[config.mk]
export PLATFORM = sky130hd
export DESIGN_NAME = keep_n_cfg_ctrl
export DESIGN_NICKNAME = d
export VERILOG_FILES = /design/src/rtl/keep_n_ctrl_pkg.sv /design/src/rtl/setting_reg.sv /design/src/rtl/keep_n_cfg_ctrl.sv
export SDC_FILE = /design/constraint.sdc
export NUM_CORES = 1
export LEC_CHECK = 0
export CORE_UTILIZATION = 40
export CTS_BUF_LIST = sky130_fd_sc_hd__clkbuf_16
export CTS_CLUSTER_SIZE = 40
export DETAILED_ROUTE_END_ITERATION = 10
export DONT_BUFFER_PORTS = 1
export GPL_ROUTABILITY_DRIVEN = 0
export SLEW_MARGIN = 10
export SYNTH_ARGS = -nofsm -noshare
export SYNTH_HDL_FRONTEND = slang
export SYNTH_HIERARCHICAL = 1
export SYNTH_SLANG_ARGS = --single-unit
[constraint.sdc]
create_clock -name clk -period 1.42 [get_ports clk]
set_input_delay 0.213 -clock clk [delete_from_list [all_inputs] [get_ports clk]]
set_output_delay 0.213 -clock clk [all_outputs]
set_load 0.03 [all_outputs]
[src/rtl/keep_n_ctrl_pkg.sv]
// Shared types and constants for the keep-one-in-N reconfiguration controller.
package keep_n_ctrl_pkg;

  // Reconfiguration sequencer states.
  typedef enum logic [1:0] {
    RUN   = 2'd0,
    DRAIN = 2'd1,
    CLEAR = 2'd2,
    APPLY = 2'd3
  } state_e;

  // Default settings-bus addresses of the staged values.
  localparam int SR_N_DEFAULT           = 129;
  localparam int SR_VECTOR_MODE_DEFAULT = 130;

  // Values the active and staged configuration take out of reset.
  localparam logic [15:0] N_RST  = 16'd1;
  localparam logic        VM_RST = 1'b1;

endpackage : keep_n_ctrl_pkg

[src/rtl/setting_reg.sv]
// Single settings-bus register: captures in_data when strobed at its address.
module setting_reg #(
  parameter int               MY_ADDR  = 0,
  parameter int               AWIDTH   = 8,
  parameter int               WIDTH    = 32,
  parameter logic [WIDTH-1:0] AT_RESET = '0
) (
  input  logic              clk,
  input  logic              rst,
  input  logic              strobe,
  input  logic [AWIDTH-1:0] addr,
  input  logic [WIDTH-1:0]  in_data,
  output logic [WIDTH-1:0]  out
);

  logic [WIDTH-1:0] out_q;
  logic [WIDTH-1:0] out_d;

  // Load on an address match, otherwise hold.
  always_comb begin
    // NOTE: assigning a default before any condition keeps this purely combinational (no latch).
    out_d = out_q;
    if (strobe && (addr == AWIDTH'(MY_ADDR))) begin
      out_d = in_data;
    end
  end

  // Storage with synchronous active-high reset.
  always_ff @(posedge clk) begin
    // NOTE: non-blocking assignments so every flop samples pre-edge values.
    if (rst) begin
      out_q <= AT_RESET;
    end else begin
      out_q <= out_d;
    end
  end

  assign out = out_q;

endmodule : setting_reg

[src/rtl/keep_n_cfg_ctrl.sv]
// Staged reconfiguration of a keep-one-in-N datapath: holds new settings until
// the current packet ends, drains the datapath output, pulses a clear, then applies.
module keep_n_cfg_ctrl
  import keep_n_ctrl_pkg::*;
#(
  parameter int SR_N           = SR_N_DEFAULT,
  parameter int SR_VECTOR_MODE = SR_VECTOR_MODE_DEFAULT,
  parameter int IDLE_CYCLES    = 16
) (
  input  logic        clk,
  input  logic        reset_n,
  input  logic        set_stb,
  input  logic [7:0]  set_addr,
  input  logic [31:0] set_data,
  input  logic        flush,
  input  logic        s_tvalid,
  input  logic        s_tlast,
  output logic        s_tready,
  output logic        m_tvalid,
  input  logic        m_tready,
  input  logic        o_tvalid,
  input  logic        o_tready,
  output logic        dp_clear,
  output logic [15:0] n,
  output logic        vector_mode,
  output logic        pending,
  output logic        busy
);

  localparam logic [7:0] IDLE_MAX = 8'(IDLE_CYCLES);

  state_e      state_q, state_d;
  logic        pending_q, pending_d;
  logic        in_pkt_q, in_pkt_d;
  logic [7:0]  idle_cnt_q, idle_cnt_d;
  logic [15:0] n_q, n_d;
  logic        vm_q, vm_d;

  logic        rst;
  logic [15:0] n_wr_data;
  logic [15:0] staged_n;
  logic        staged_vm;
  logic        wr_n, wr_vm, wr_any;
  logic        pass, accept;
  logic        unused_inputs;

  // Upper settings bits and the output-ready monitor carry no information here.
  assign unused_inputs = ^{set_data[31:16], o_tready};

  assign rst       = ~reset_n;
  assign n_wr_data = (set_data[15:0] == 16'd0) ? 16'd1 : set_data[15:0];
  assign wr_n      = set_stb && (set_addr == 8'(SR_N));
  assign wr_vm     = set_stb && (set_addr == 8'(SR_VECTOR_MODE));
  assign wr_any    = wr_n || wr_vm;

  setting_reg #(
    .MY_ADDR (SR_N),
    .AWIDTH  (8),
    .WIDTH   (16),
    .AT_RESET(N_RST)
  ) u_staged_n (
    .clk    (clk),
    .rst    (rst),
    .strobe (set_stb),
    .addr   (set_addr),
    .in_data(n_wr_data),
    .out    (staged_n)
  );

  setting_reg #(
    .MY_ADDR (SR_VECTOR_MODE),
    .AWIDTH  (8),
    .WIDTH   (1),
    .AT_RESET(VM_RST)
  ) u_staged_vm (
    .clk    (clk),
    .rst    (rst),
    .strobe (set_stb),
    .addr   (set_addr),
    .in_data(set_data[0]),
    .out    (staged_vm)
  );

  // Stream gate: transparent in RUN unless a change is waiting at a packet boundary.
  assign pass     = (state_q == RUN) && (!pending_q || in_pkt_q);
  assign m_tvalid = pass && s_tvalid;
  assign s_tready = pass && m_tready;
  assign accept   = pass && s_tvalid && m_tready;

  // Packet tracking, pending flag, quiet-cycle counter and active configuration.
  always_comb begin
    in_pkt_d   = in_pkt_q;
    pending_d  = pending_q;
    idle_cnt_d = 8'd0;
    n_d        = n_q;
    vm_d       = vm_q;

    if (accept) begin
      in_pkt_d = !s_tlast;
    end

    if (state_q == DRAIN) begin
      if (o_tvalid) begin
        idle_cnt_d = 8'd0;
      end else if (idle_cnt_q >= IDLE_MAX) begin
        idle_cnt_d = IDLE_MAX;
      end else begin
        idle_cnt_d = idle_cnt_q + 8'd1;
      end
    end

    if (state_q == APPLY) begin
      n_d       = staged_n;
      vm_d      = staged_vm;
      pending_d = 1'b0;
    end

    // A write landing in the APPLY cycle re-arms the sequence.
    if (wr_any) begin
      pending_d = 1'b1;
    end

    if (flush) begin
      in_pkt_d   = 1'b0;
      idle_cnt_d = 8'd0;
      pending_d  = 1'b1;
    end
  end

  // Next-state logic; flush overrides everything.
  always_comb begin
    state_d = state_q;
    unique case (state_q)
      RUN:     if (pending_q && !in_pkt_q) state_d = DRAIN;
      DRAIN:   if (idle_cnt_d == IDLE_MAX) state_d = CLEAR;
      CLEAR:   state_d = APPLY;
      APPLY:   state_d = RUN;
      default: state_d = RUN;
    endcase
    if (flush) begin
      state_d = CLEAR;
    end
  end

  // Moore outputs decoded from the registered state.
  always_comb begin
    dp_clear = (state_q == CLEAR);
    busy     = (state_q != RUN);
  end

  // State register with synchronous active-low reset.
  always_ff @(posedge clk) begin
    if (!reset_n) begin
      state_q <= RUN;
    end else begin
      state_q <= state_d;
    end
  end

  // Control and configuration registers with synchronous active-low reset.
  always_ff @(posedge clk) begin
    if (!reset_n) begin
      pending_q  <= 1'b0;
      in_pkt_q   <= 1'b0;
      idle_cnt_q <= 8'd0;
      n_q        <= N_RST;
      vm_q       <= VM_RST;
    end else begin
      pending_q  <= pending_d;
      in_pkt_q   <= in_pkt_d;
      idle_cnt_q <= idle_cnt_d;
      n_q        <= n_d;
      vm_q       <= vm_d;
    end
  end

  assign n           = n_q;
  assign vector_mode = vm_q;
  assign pending     = pending_q;

endmodule : keep_n_cfg_ctrl

## Yosys cells after proc, flatten, opt, wreduce, memory -nomap -nowiden

Cells that the tools add are included.

- Register bits after elaboration: 46
- Input bits: 49
- Output and inout bits: 22

- Add/subtract/negate cells: 1
- $lt $le $gt $ge: 1
- Eq/ne operators: 10
- Muxes and demuxes: 12
- Bitwise logic cells: 1
- Reductions and logical operators: 19

Operators by type and width:

| cell | number |
|---|---|
| $mux W8 | 4 |
| $eq A8 B8 Y1 const B | 2 |
| $logic_not A16 Y1 | 1 |
| $mux W16 | 1 |
| $add A8 B1 Y8 const B | 1 |
| $eq A8 B5 Y1 const B | 1 |
| $ge A8 B5 Y1 const B | 1 |
| $pmux W2 S4 | 1 |
| $logic_and A1 B1 Y1 | 7 |
| $mux W2 | 3 |
| $ne A3 B2 Y1 const B | 2 |
| $eq A2 B2 Y1 const B | 2 |
| $ne A2 B1 Y1 const B | 2 |
| $reduce_and A2 Y1 | 2 |
| $logic_not A1 Y1 | 3 |
| $mux W1 | 3 |
| $reduce_bool A3 Y1 | 1 |
| $eq A2 B1 Y1 const B | 1 |
| $logic_not A2 Y1 | 1 |
| $logic_or A1 B1 Y1 | 2 |
| $reduce_bool A2 Y1 | 1 |
| $reduce_or A2 Y1 | 1 |
| $not A1 Y1 | 1 |

## Depth between registers and ports, before layout

- Depth after elaboration: 9
- Mapped depth: 6
- Gate-level depth less buffers: 6

## Modules after synthesis

The synthesis kept the hierarchy.

Modules (own cells, without submodules):

| module | times used | cells each | area an instance (um2) | seq. area each (um2) |
|---|---|---|---|---|
| keep_n_cfg_ctrl | 1 | 137 | 1280.0 | 580.6 |
| setting_reg (u_staged_n) | 1 | 71 | 742.0 | 320.3 |
| setting_reg (u_staged_vm) | 1 | 8 | 66.3 | 20.0 |

## Least setup slack after synthesis

Ideal clock, no wire load.

- Path type: register to register
- Start: register idle_cnt_q[0]
- End: register state_q[0]
- Arrival: 1397 ps
- Data required time: 1298 ps
- Setup slack: -99 ps
- Stages on the path, launching flop included: 6
- Path buffers: 0
- Cell sequence: dfxtp_1 inv_1 ha_1 o311ai_2 nand2_1 o311a_1

- Word-level cells in the longest chain between the ends: 8
- Elaborated cells between the ends (all ways): 9
- Those cells by class: add/sub: 1; order compare: 1; eq/ne: 2; mux: 4; reduce/logical: 1

Ends and longest elaborated chain:

| element | line | source |
|---|---|---|
| start: declaration | keep_n_cfg_ctrl.sv:35 | `logic [7:0] idle_cnt_q, idle_cnt_d;` |
| start signal: assignment | keep_n_cfg_ctrl.sv:171 | `idle_cnt_q <= idle_cnt_d;` |
| $add A8 B1 Y8 or $ge A8 B5 Y1 (tied branches) | keep_n_cfg_ctrl.sv:108, keep_n_cfg_ctrl.sv:105 |  |
| $mux W8 (*) | keep_n_cfg_ctrl.sv:105 | `end else if (idle_cnt_q >= IDLE_MAX) begin` |
| $mux W8 (*) | keep_n_cfg_ctrl.sv:103 | `if (o_tvalid) begin` |
| $mux W8 (*) | keep_n_cfg_ctrl.sv:102 | `if (state_q == DRAIN) begin` |
| $mux W8 (*) | keep_n_cfg_ctrl.sv:123 | `if (flush) begin` |
| $eq A8 B5 Y1 (*) | keep_n_cfg_ctrl.sv:135 | `DRAIN: if (idle_cnt_d == IDLE_MAX) state_d = CLEAR;` |
| $ne A2 B1 Y1 (no source line) (*) | - |  |
| $reduce_and A2 Y1 (no source line) (*) | - |  |
| end signal: assignment | keep_n_cfg_ctrl.sv:156 | `state_q <= state_d;` |
| end: declaration | keep_n_cfg_ctrl.sv:32 | `state_e state_q, state_d;` |

Every way passes the cells marked *; elsewhere a longest branch is shown, timed or not.
A chain may end at the register's enable or synchronous reset.

## Worst setup path in the final report

- Start: register idle_cnt_q[7]
- End: register state_q[1]

- Word-level cells in the longest chain between the ends: 8
- Elaborated cells between the ends (all ways): 9
- Those cells by class: add/sub: 1; order compare: 1; eq/ne: 2; mux: 4; reduce/logical: 1

Ends and longest elaborated chain:

| element | line |
|---|---|
| $add A8 B1 Y8 or $ge A8 B5 Y1 (tied branches) | keep_n_cfg_ctrl.sv:108, keep_n_cfg_ctrl.sv:105 |
| $mux W8 (*) | keep_n_cfg_ctrl.sv:105 |
| $mux W8 (*) | keep_n_cfg_ctrl.sv:103 |
| $mux W8 (*) | keep_n_cfg_ctrl.sv:102 |
| $mux W8 (*) | keep_n_cfg_ctrl.sv:123 |
| $eq A8 B5 Y1 (*) | keep_n_cfg_ctrl.sv:135 |
| $ne A3 B2 Y1 (no source line) (*) | - |
| $reduce_and A2 Y1 (no source line) (*) | - |

Marks and branches as above.

==> metrics.md <==
| Metric | Value |
|---|---|
| Vias per inst | `4.81` |
| DRC viols | `0` |
| Worst Setup Start Kind | `flip-flop` |
| Run status | `complete, but fails checks` |
| Clk buf depth | `2` |
| Most area-hungry cell type in the Yosys netlist | `dfxtp_1` |
| # rows | `25` |
| Largest net degree at the start of global routing | `50` |
| R2R setup slack | `-50 ps` |
| Routed vias | `1,415` |
| Total wire length | `4120 um` |
| #FFs+latches synth | `46` |
| Final std cells w/o fill | `294` |
| Reg-to-reg startpoint | `idle_cnt_q[7]` |
| Number of antenna diodes | `0` |
| Final Max Slew Viols | `0` |
| First-pass GRT wire length | `6320 um` |
| Clock latency at the later pin of the worst-skew pair | `280 ps` |
| Cell area after layout | `0.00256 mm2` |
| Ys async rst share | `0%` |
| TritonRoute pass-1 iters | `4` |
| Share of cells above drive strength 1 | `24.2%` |
| Setup crit start | `idle_cnt_q[7]` |
| FF-to-FF path depth | `5` |
| Worst setup path end | `state_q[1]` |
| CTS tree | `done` |
| Clock sink count | `46` |
| Vias in the first global route | `1,350` |
| RSZ-0062 raised after global routing | `true` |
| Maximum vdd drop | `0.699 mV` |
| Placed Area | `0.00224 mm2` |
| Number of synthesized flops with an enable pin | `0` |
| Max Clk Rate | `681 MHz` |
| Clock transition at the registers of the reported paths | `60 ps` |
| Mapped Cells | `216` |
| Hold Crit Class | `primary input to flip-flop` |
| PnR worst setup slack | `-48.7 ps` |
| Yosys cell types | `34` |
| Period utilisation layout | `103%` |
| Final setup fails | `3` |
| Post-DRT Antenna Nets | `0` |
| Die H | `74.3 um` |
| Worst Path Max Fanout | `2` |
| CP required | `1580 ps` |
| Synth-to-Final Area Change | `22.5%` |
| Post-synth top area share | `44.1%` |
| Core area | `0.00488 mm2` |
| Synth area leaders | `dfxtp_1 44%, mux2i_1 16%, nand2b_1 9.6%` |
| Final Hold Viols | `0` |
| Post-Syn Area | `0.00209 mm2` |
| Synth warnings | `6` |
| Power per cell area | `1100 mW/mm2` |
| First DRT Iteration DRCs | `65` |
| Setup WS pre-CTS | `-59.6 ps` |
| Boundary pin count | `71` |
| Placed Cells | `278` |
| Worst reg2reg endpoint | `state_q[1]` |
| Global route total overflow | `0` |
| Syn_area_per_cell | `9.67 um2` |
| Htree depth | `2` |
| Worst endpoint data arrival time | `1630 ps` |
| Fillers | `451` |
| Total CTS buffers | `5` |
| CP endpoint kind | `flip-flop` |
| P_leak | `0.900 nW` |
| Die W | `74.3 um` |
| Post-synth top cells | `46 x dfxtp_1, 34 x mux2i_1, 32 x nand2b_1` |
| Post-synthesis sequential area ratio | `44.1%` |
| Final nets | `282` |
| Starting Density | `42.8%` |
| Most numerous cell in the Yosys netlist | `dfxtp_1` |
| Die Footprint | `0.00551 mm2` |
| CTS root buf | `clkbuf_16` |
| Wire per inst | `14.0 um` |
| Total GRT Usage | `15.4%` |
| # port buffers | `0` |
| Ys flop type | `dfxtp_1` |
| Post-DP HPWL | `2710 um` |
| Initial antenna violation count | `0` |
| Total power | `0.00281 W` |
| MaxCap Viol Count | `0` |
| Final clock skew | `4.67 ps` |
| Setup TNS | `-115 ps` |
| Crit Path Class | `flip-flop to flip-flop` |
| Failing checks | `setup timing` |
| Final Critical Period | `1470 ps` |
==> how the worst min path moves through the flow <==
stage / from / to / depth (start not counted)
2_1_floorplan: reset_n / n[0] / 1
3_3_place_gp: reset_n / n[0] / 1
3_5_place_dp: reset_n / vector_mode / 1
4_1_cts: s_tvalid / in_pkt_q / 1
5_1_grt: s_tvalid / in_pkt_q / 1
6_report: s_tvalid / in_pkt_q / 1
==> registers in the layout, summed over array words and instances, names as in the netlist <==
signal,flops
idle_cnt_q,8
u_staged_n/out,16
state_q,2
pending,1
in_pkt_q,1
n,16
u_staged_vm/out,1
vector_mode,1
==> area by class of cell <==
| cell class | instances | area, um2 | area share, % |
|---|---|---|---|
| Sequential cell | 46 | 931 | 36.4 |
| Inverter | 8 | 32.5 | 1.27 |
| Timing Repair Buffer | 23 | 228 | 8.90 |
| Multi-Input combinational cell | 142 | 1140 | 44.4 |
| Tap cell | 67 | 83.8 | 3.28 |
| Clock buffer | 5 | 125 | 4.89 |
| Clock inverter | 3 | 21.3 | 0.832 |
==> layout by cell type, fill, tap and decap left out, types with 5 or more instances in the layout <==
cell type,Yosys,routed
nand2b_1,32,32
buf_4,0,15
dfxtp_1,46,40
nor2_1,24,24
clkbuf_16,0,5
dfxtp_2,0,5
mux2i_1,34,34
==> cell families (layout without fill, tap and decap cells) <==
kind of cell	Yosys count	count (layout)	synth area share [%]
AO/OA/AOI/OAI	13	13	5.03
adder cells (fa/ha/maj)	7	7	4.19
multiplexers	34	34	16.3
other	1	3	0.180
buffers and inverters	30	39	5.87
AND/OR/NAND/NOR	82	82	23.1
XOR/XNOR	3	3	1.26
flip-flops	46	46	44.1
==> critical path, stage by stage, from the launching register on <==
cell and delay [ps]:
dfxtp_2 330, nor4_4 340, o311ai_4 150, buf_4 160, a211o_1 250, o311a_1 110
==> metal layers <==
metal / GRT usage [%] / share of wire [%] / vias to the layer above
met3: 5.01 / 6.5 / 2
met5: 0 / 0 / -
li1: - / - / 726
met1: 19.0 / 44 / 653
met4: 5.03 / 0.66 / 0
met2: 25.4 / 49 / 34
==> power by group <==
| group | total [W] | switching (W) | internal (W) | leakage (nW) |
|---|---|---|---|---|
| Clock | 0.00114 | 0.000485 | 0.000651 | 0.0698 |
| Sequential | 0.00132 | 0.0000126 | 0.00131 | 0.374 |
| Combinational | 0.000353 | 0.000169 | 0.000183 | 0.456 |
==> what timing repair did <==
item	in CTS	in global routing
hold buffers	1	0
endpoints found under the setup margin	6	6
resized for setup	19	9
pin swaps	5	6
hold endpoints to repair	2	0
setup buffers	3	4
==> stage by stage <==
step / utilization (%) / hold slack [ps]
after detailed placement: 45.9 / 279
final: 52.4 / 31.9
after global routing: 52.4 / 26.8
after CTS: 51.2 / 23.5
after floorplan: - / 275
after global placement: 45.9 / 276
(Power assumes the default switching activity.)
